--- config.mk ---
export PLATFORM = sky130hd
export DESIGN_NAME = multicycle_ctrl
export DESIGN_NICKNAME = d
export VERILOG_FILES = /design/src/rtl/multicycle_ctrl.sv
export SDC_FILE = /design/constraint.sdc
export NUM_CORES = 1
export LEC_CHECK = 0
export ABC_AREA = 0
export BUFFER_PORTS_ARGS = -buffer_cell sky130_fd_sc_hd__buf_2
export CORE_MARGIN = 5
export CORE_UTILIZATION = 45
export DETAILED_ROUTE_END_ITERATION = 12
export GPL_TIMING_DRIVEN = 0
export PLACE_DENSITY = 0.8
export SETUP_SLACK_MARGIN = 0.15
export SLEW_MARGIN = 25
export SYNTH_ARGS = -nofsm -noshare
export SYNTH_HDL_FRONTEND = slang
export SYNTH_SLANG_ARGS = --single-unit
--- constraint.sdc ---
create_clock -name clk_i -period 2.7 [get_ports clk_i]
set_input_delay 0.675 -clock clk_i [delete_from_list [all_inputs] [get_ports clk_i]]
set_output_delay 0.675 -clock clk_i [all_outputs]
set_load 0.02 [all_outputs]
--- src/rtl/multicycle_ctrl.sv ---
// Multi-cycle control FSM for the MIPS-subset datapath: sequences FETCH/DECODE/EXEC/WB
// and drives the PC, IR, register-file and ALU controls for each instruction.
module multicycle_ctrl #(
  parameter int CNT_W         = 16,
  parameter int FETCH_TIMEOUT = 8
) (
  input  logic             clk_i,
  input  logic             rst_i,
  input  logic             imem_ready_i,
  input  logic [5:0]       instr_op_i,
  input  logic             zero_i,
  output logic             PC_write_o,
  output logic             PCSrc_o,
  output logic             IR_write_o,
  output logic             RegWrite_o,
  output logic [2:0]       ALU_op_o,
  output logic             ALUSrc_o,
  output logic             RegDst_o,
  output logic             instr_done_o,
  output logic             illegal_o,
  output logic             fetch_err_o,
  output logic [1:0]       state_o,
  output logic [CNT_W-1:0] retired_o
);

  typedef enum logic [1:0] {
    S_FETCH  = 2'd0,
    S_DECODE = 2'd1,
    S_EXEC   = 2'd2,
    S_WB     = 2'd3
  } state_t;

  // Opcode class doubles as the ALU control code; the spare code marks illegal opcodes.
  typedef enum logic [2:0] {
    C_RTYPE   = 3'd0,
    C_ADDI    = 3'd1,
    C_SLTIU   = 3'd2,
    C_BEQ     = 3'd3,
    C_LUI     = 3'd4,
    C_ORI     = 3'd5,
    C_BNE     = 3'd6,
    C_ILLEGAL = 3'd7
  } op_class_t;

  localparam int                WAIT_W    = $clog2(FETCH_TIMEOUT);
  localparam logic [WAIT_W-1:0] WAIT_LAST = WAIT_W'(FETCH_TIMEOUT - 1);

  function automatic op_class_t op_class(input logic [5:0] op);
    case (op)
      6'b000000: return C_RTYPE;
      6'b001000: return C_ADDI;
      6'b001011: return C_SLTIU;
      6'b000100: return C_BEQ;
      6'b001111: return C_LUI;
      6'b001101: return C_ORI;
      6'b000101: return C_BNE;
      default:   return C_ILLEGAL;
    endcase
  endfunction

  state_t            r_state;
  logic [5:0]        r_op_q;
  logic [WAIT_W-1:0] r_wait_cnt;
  logic [CNT_W-1:0]  r_retired;

  op_class_t w_in_cls;
  op_class_t w_q_cls;
  logic      w_q_imm;
  logic      w_q_branch;
  logic      w_taken;

  assign w_in_cls   = op_class(instr_op_i);
  assign w_q_cls    = op_class(r_op_q);
  assign w_q_imm    = (w_q_cls == C_ADDI) || (w_q_cls == C_SLTIU) ||
                      (w_q_cls == C_LUI)  || (w_q_cls == C_ORI);
  assign w_q_branch = (w_q_cls == C_BEQ) || (w_q_cls == C_BNE);
  assign w_taken    = (w_q_cls == C_BEQ) ? zero_i : !zero_i;

  // NOTE: sequential state uses non-blocking assignments so every register samples
  // pre-edge values regardless of statement order.
  always_ff @(posedge clk_i) begin
    if (rst_i) begin
      r_state    <= S_FETCH;
      r_op_q     <= '0;
      r_wait_cnt <= '0;
      r_retired  <= '0;
    end else begin
      if (instr_done_o) r_retired <= r_retired + 1'b1;
      case (r_state)
        S_FETCH: begin
          if (imem_ready_i) begin
            r_wait_cnt <= '0;
            r_state    <= S_DECODE;
          end else if (r_wait_cnt == WAIT_LAST) begin
            r_wait_cnt <= '0;
          end else begin
            r_wait_cnt <= r_wait_cnt + 1'b1;
          end
        end
        S_DECODE: begin
          r_op_q  <= instr_op_i;
          r_state <= (w_in_cls == C_ILLEGAL) ? S_FETCH : S_EXEC;
        end
        S_EXEC:  r_state <= w_q_branch ? S_FETCH : S_WB;
        default: r_state <= S_FETCH;
      endcase
    end
  end

  // NOTE: every output gets a default before the case so no path infers a latch.
  always_comb begin
    PC_write_o   = 1'b0;
    PCSrc_o      = 1'b0;
    IR_write_o   = 1'b0;
    RegWrite_o   = 1'b0;
    ALU_op_o     = 3'b000;
    ALUSrc_o     = 1'b0;
    RegDst_o     = 1'b0;
    instr_done_o = 1'b0;
    illegal_o    = 1'b0;
    fetch_err_o  = 1'b0;
    if (!rst_i) begin
      case (r_state)
        S_FETCH: begin
          IR_write_o  = imem_ready_i;
          PC_write_o  = imem_ready_i;
          fetch_err_o = !imem_ready_i && (r_wait_cnt == WAIT_LAST);
        end
        S_DECODE: illegal_o = (w_in_cls == C_ILLEGAL);
        S_EXEC: begin
          ALU_op_o = w_q_cls;
          ALUSrc_o = w_q_imm;
          RegDst_o = (w_q_cls == C_RTYPE);
          if (w_q_branch) begin
            instr_done_o = 1'b1;
            PC_write_o   = w_taken;
            PCSrc_o      = w_taken;
          end
        end
        default: begin
          ALU_op_o     = w_q_cls;
          ALUSrc_o     = w_q_imm;
          RegDst_o     = (w_q_cls == C_RTYPE);
          RegWrite_o   = 1'b1;
          instr_done_o = 1'b1;
        end
      endcase
    end
  end

  assign state_o   = rst_i ? 2'd0 : r_state;
  assign retired_o = r_retired;

endmodule

==> results.txt <==
----------------------------------------------------
[Synth]
  Mapped cell area ... 1460 um2
  Sequential area share after synthesis ... 0.370
  Synthesized netlist net count ... 200
  Avg Cell Area, Syn ... 7.81 um2
  Leading register cell type out of synthesis ... sky130_fd_sc_hd__dfxtp_1
  Post-Synthesis Cells ... 187
  Top cell type by total area after synthesis ... sky130_fd_sc_hd__dfxtp_1
  Leading post-synthesis cells by cell area ... sky130_fd_sc_hd__dfxtp_1 (37%), sky130_fd_sc_hd__a21oi_1 (9.3%), sky130_fd_sc_hd__nand2_1 (6.2%)
  Number of warnings issued by yosys ... 0
  Async set or reset register ratio after synthesis ... 0
  Number of enable flip-flop cells after synthesis ... 0
  Commonest cells in the synthesized netlist ... sky130_fd_sc_hd__a21oi_1 (27), sky130_fd_sc_hd__dfxtp_1 (27), sky130_fd_sc_hd__nand2_1 (24)
  Yosys cell types ... 38
  Area fraction of the dominant cell type after synthesis ... 0.370
  Number of synthesized register bits ... 27

[Worst setup path]
  Register-to-register setup slack ... 0.63 ns
  WS Path Type ... reg2out
  Startpoint kind of the worst setup timing path ... flop
  Critical-path top delay cell ... sky130_fd_sc_hd__dfxtp_1
  Dominant delay contributor by cell family on the critical path ... buffers and inverters
  Crit. path cell count ... 7
  Cell depth of the worst flop-to-flop path ... 5
  Buffer and inverter count on the worst path ... 4
  Required @ worst endpoint ... 2.03 ns
  Slowest Stage Delay on Critical Path ... 0.32 ns
  Largest fanout on the critical path ... 10
  Capture instance of the worst register-to-register path ... retired_o[12]$_SDFFE_PP0P_
  Cell breakdown of the critical path ... buf_2, nor3b_4, a21oi_4, clkbuf_4, clkbuf_4, nor2_1, buf_2
  Critical register-to-register path startpoint ... retired_o[1]$_SDFFE_PP0P_
  Arrival time reported for the critical path endpoint ... 1.86 ns
  Endpoint type of the worst setup path ... output pin

[STA]
  Final slew viol count ... 0
  Endpoints failing hold ... 0
  Worst slew margin ... 0.687
  Worst slew pin tran ... 0.469 ns
  Final worst-path cycle share ... 0.940
  Skew final ... 0.00744 ns
  Final hold slack ... 0.488 ns
  Shortest clock period the worst path allows after layout ... 2.54 ns
  Setup TNS ... 0 ns
  Max Clock Freq ... 394 MHz
  RSZ-0062 raised after global routing ... yes
  Final setup fails ... 0

[Drt]
  Post-DR wirelength/cell ... 13.9 um
  Ratio of routed vias to standard cells ... 5.56
  # DRC ... 0
  Via count ... 1,528
  Antenna violation net count after detailed routing ... 0
  WL final ... 3.81 mm
  Starting DRC count in detailed routing ... 114
  Number of detailed-route iterations in the first pass ... 4

[Die]
  Core area ... 3080 um2
  DIE WIDTH ... 67.0 um
  Initial Util ... 0.474
  Die Height ... 67.0 um
  Total number of placement rows ... 20
  Area of the die ... 4480 um2
  Number of primary I/O pins ... 40

[Final layout]
  Share of layout cells above drive strength 1 ... 0.260
  Number of filler cells placed in the layout ... 309
  ANT cells ... 0
  Count of nets after finishing ... 245
  Area growth syn-to-layout ... 23.0%

[Clock network]
  TritonCTS clock tree ... done
  Clock insertion delay at the later pin of the skew report ... 0.33 ns
  Clock Sinks ... 27
  Worst-path clk slew ... 0.15 ns
  TritonCTS buffer count ... 3
  Root Driver ... sky130_fd_sc_hd__clkbuf_4
  Number of buffers on the longest clock path ... 2
  Max H-tree Level ... 1
  CTS hold repair buffers ... 0

[Worst hold path]
  Kind of path behind the tightest hold check ... reg2reg
  Worst Hold Launch ... r_op_q[5]$_SDFFE_PP0P_
  Hold depth ... 2
  Hold path endpoint ... r_op_q[5]$_SDFFE_PP0P_

[Global route]
  Initial antenna violation count ... 0
  Maximum number of pins on one net before global-route repair ... 16
  First-pass GRT wire length ... 6.65 mm
  Number of global-route vias before repair ... 1,494
  GRT overflow ... 0
  GRT Resource Usage Total ... 0.191

[Placed design]
  Final Wtd Congestion ... 0.809
  Count of port buffers added during placement ... 39
  DPL Wire Length ... 2.75 mm

[Power and ir drop]
  PwrDens ... 393 nW/um2
  Highest ir drop seen on vdd ... 230 uV
  Leak pwr ... 0.726 nW

[Run]
  # Max-Cap Violations ... 0

[Run status]
  Run status ... finished clean

----------------------------------------------------
==> where the power goes <==
part           leakage [nW]  switching, mW  total, mW  internal [mW]
Clock                0.0177          0.125      0.181         0.0557
Combinational         0.490         0.0688      0.108         0.0391
Sequential            0.219        0.00895      0.416          0.407
Total                 0.726          0.203      0.705          0.502
==> logic make-up (layout without fill, tap and decap cells) <==
family,after synthesis,after routing,share of synthesized area
AO/OA/AOI/OAI,53,53,0.225
XOR/XNOR,1,1,0.00600
adder cells (fa/ha/maj),3,3,0.0257
buffers and inverters,19,63,0.0497
flip-flops,27,27,0.370
multiplexers,2,2,0.0154
AND/OR/NAND/NOR,82,82,0.308
==> how the worst max path moves through the flow <==
stage	end	from
after floorplan	PC_write_o	rst_i
after global placement	instr_done_o	r_op_q[3]$_SDFFE_PP0P_
after detailed placement	instr_done_o	r_op_q[3]$_SDFFE_PP0P_
after CTS	instr_done_o	r_op_q[3]$_SDFFE_PP0P_
after global routing	instr_done_o	r_op_q[3]$_SDFFE_PP0P_
final	instr_done_o	r_op_q[3]$_SDFFE_PP0P_
==> repair_timing <==
item,4_1_cts,5_1_grt
endpoints found under the hold margin,0,0
gates resized for setup,6,8
pin swaps,1,1
setup buffers,1,0
endpoints found under the setup margin,1,6
==> layout by cell type, fill, tap and decap left out, types with 2 or more instances in the layout <==
cell / instances
sky130_fd_sc_hd__a21o_1: 2
sky130_fd_sc_hd__a21oi_1: 26
sky130_fd_sc_hd__buf_2: 40
sky130_fd_sc_hd__clkbuf_1: 6
sky130_fd_sc_hd__clkbuf_4: 5
sky130_fd_sc_hd__dfxtp_1: 26
sky130_fd_sc_hd__ha_1: 3
sky130_fd_sc_hd__inv_1: 7
sky130_fd_sc_hd__mux2_2: 2
sky130_fd_sc_hd__nand2_1: 24
sky130_fd_sc_hd__nand3_1: 9
sky130_fd_sc_hd__nand4_1: 3
sky130_fd_sc_hd__nor2_1: 10
sky130_fd_sc_hd__nor2b_1: 4
sky130_fd_sc_hd__nor3_1: 2
sky130_fd_sc_hd__nor3b_1: 2
sky130_fd_sc_hd__nor4_1: 3
sky130_fd_sc_hd__o21ai_0: 5
sky130_fd_sc_hd__o311ai_0: 3
sky130_fd_sc_hd__o31ai_1: 8
sky130_fd_sc_hd__o41ai_1: 3
sky130_fd_sc_hd__or2_2: 2
sky130_fd_sc_hd__or3_1: 2
sky130_fd_sc_hd__or4_1: 10
==> per-stage QoR <==
stage          worst slack (ns)  total power, mW  std cells  area [um2]   util
2_1_floorplan             0.242            0.488        187        1480      -
4_1_cts                   0.154            0.704        275        1780  0.578
3_5_place_dp              0.149            0.520        270        1730  0.561
3_3_place_gp              0.126            0.519        270        1730  0.561
6_report                  0.163            0.705        275        1800  0.583
5_1_grt                  0.0636            0.738        275        1800  0.583
==> registers in the layout, indices dropped and copies added (netlist names) <==
name and count:
retired_o 16, r_op_q 6, r_wait_cnt 3, r_state 2
==> per-layer routing <==
layer | up-vias | track usage | wire length, um
li1 | 784 | - | -
met1 | 686 | 0.249 | 1750
met2 | 50 | 0.308 | 1760
met3 | 8 | 0.0185 | 197
met4 | 0 | 0.0987 | 110
met5 | - | 0 | 0
==> area by class of cell <==
type / instances / area (um2) / share of cell area
sequential: 27 / 542 / 0.302
tap: 44 / 55.1 / 0.0307
buffer: 11 / 51.3 / 0.0286
inverter: 8 / 30.0 / 0.0167
timing repair buffer: 40 / 203 / 0.113
clock buffer: 3 / 22.5 / 0.0125
clock inverter: 1 / 5.00 / 0.00279
multi-input combinational: 141 / 887 / 0.494
==> worst reg2reg max path, stage by stage, from the launching register on <==
cell                      delay (ns)
sky130_fd_sc_hd__dfxtp_1        0.51
sky130_fd_sc_hd__ha_1           0.27
sky130_fd_sc_hd__inv_1          0.08
sky130_fd_sc_hd__or4_1          0.59
sky130_fd_sc_hd__or4_1          0.42
sky130_fd_sc_hd__a21oi_1        0.14
Note: power is estimated with default switching activity, not from simulation.
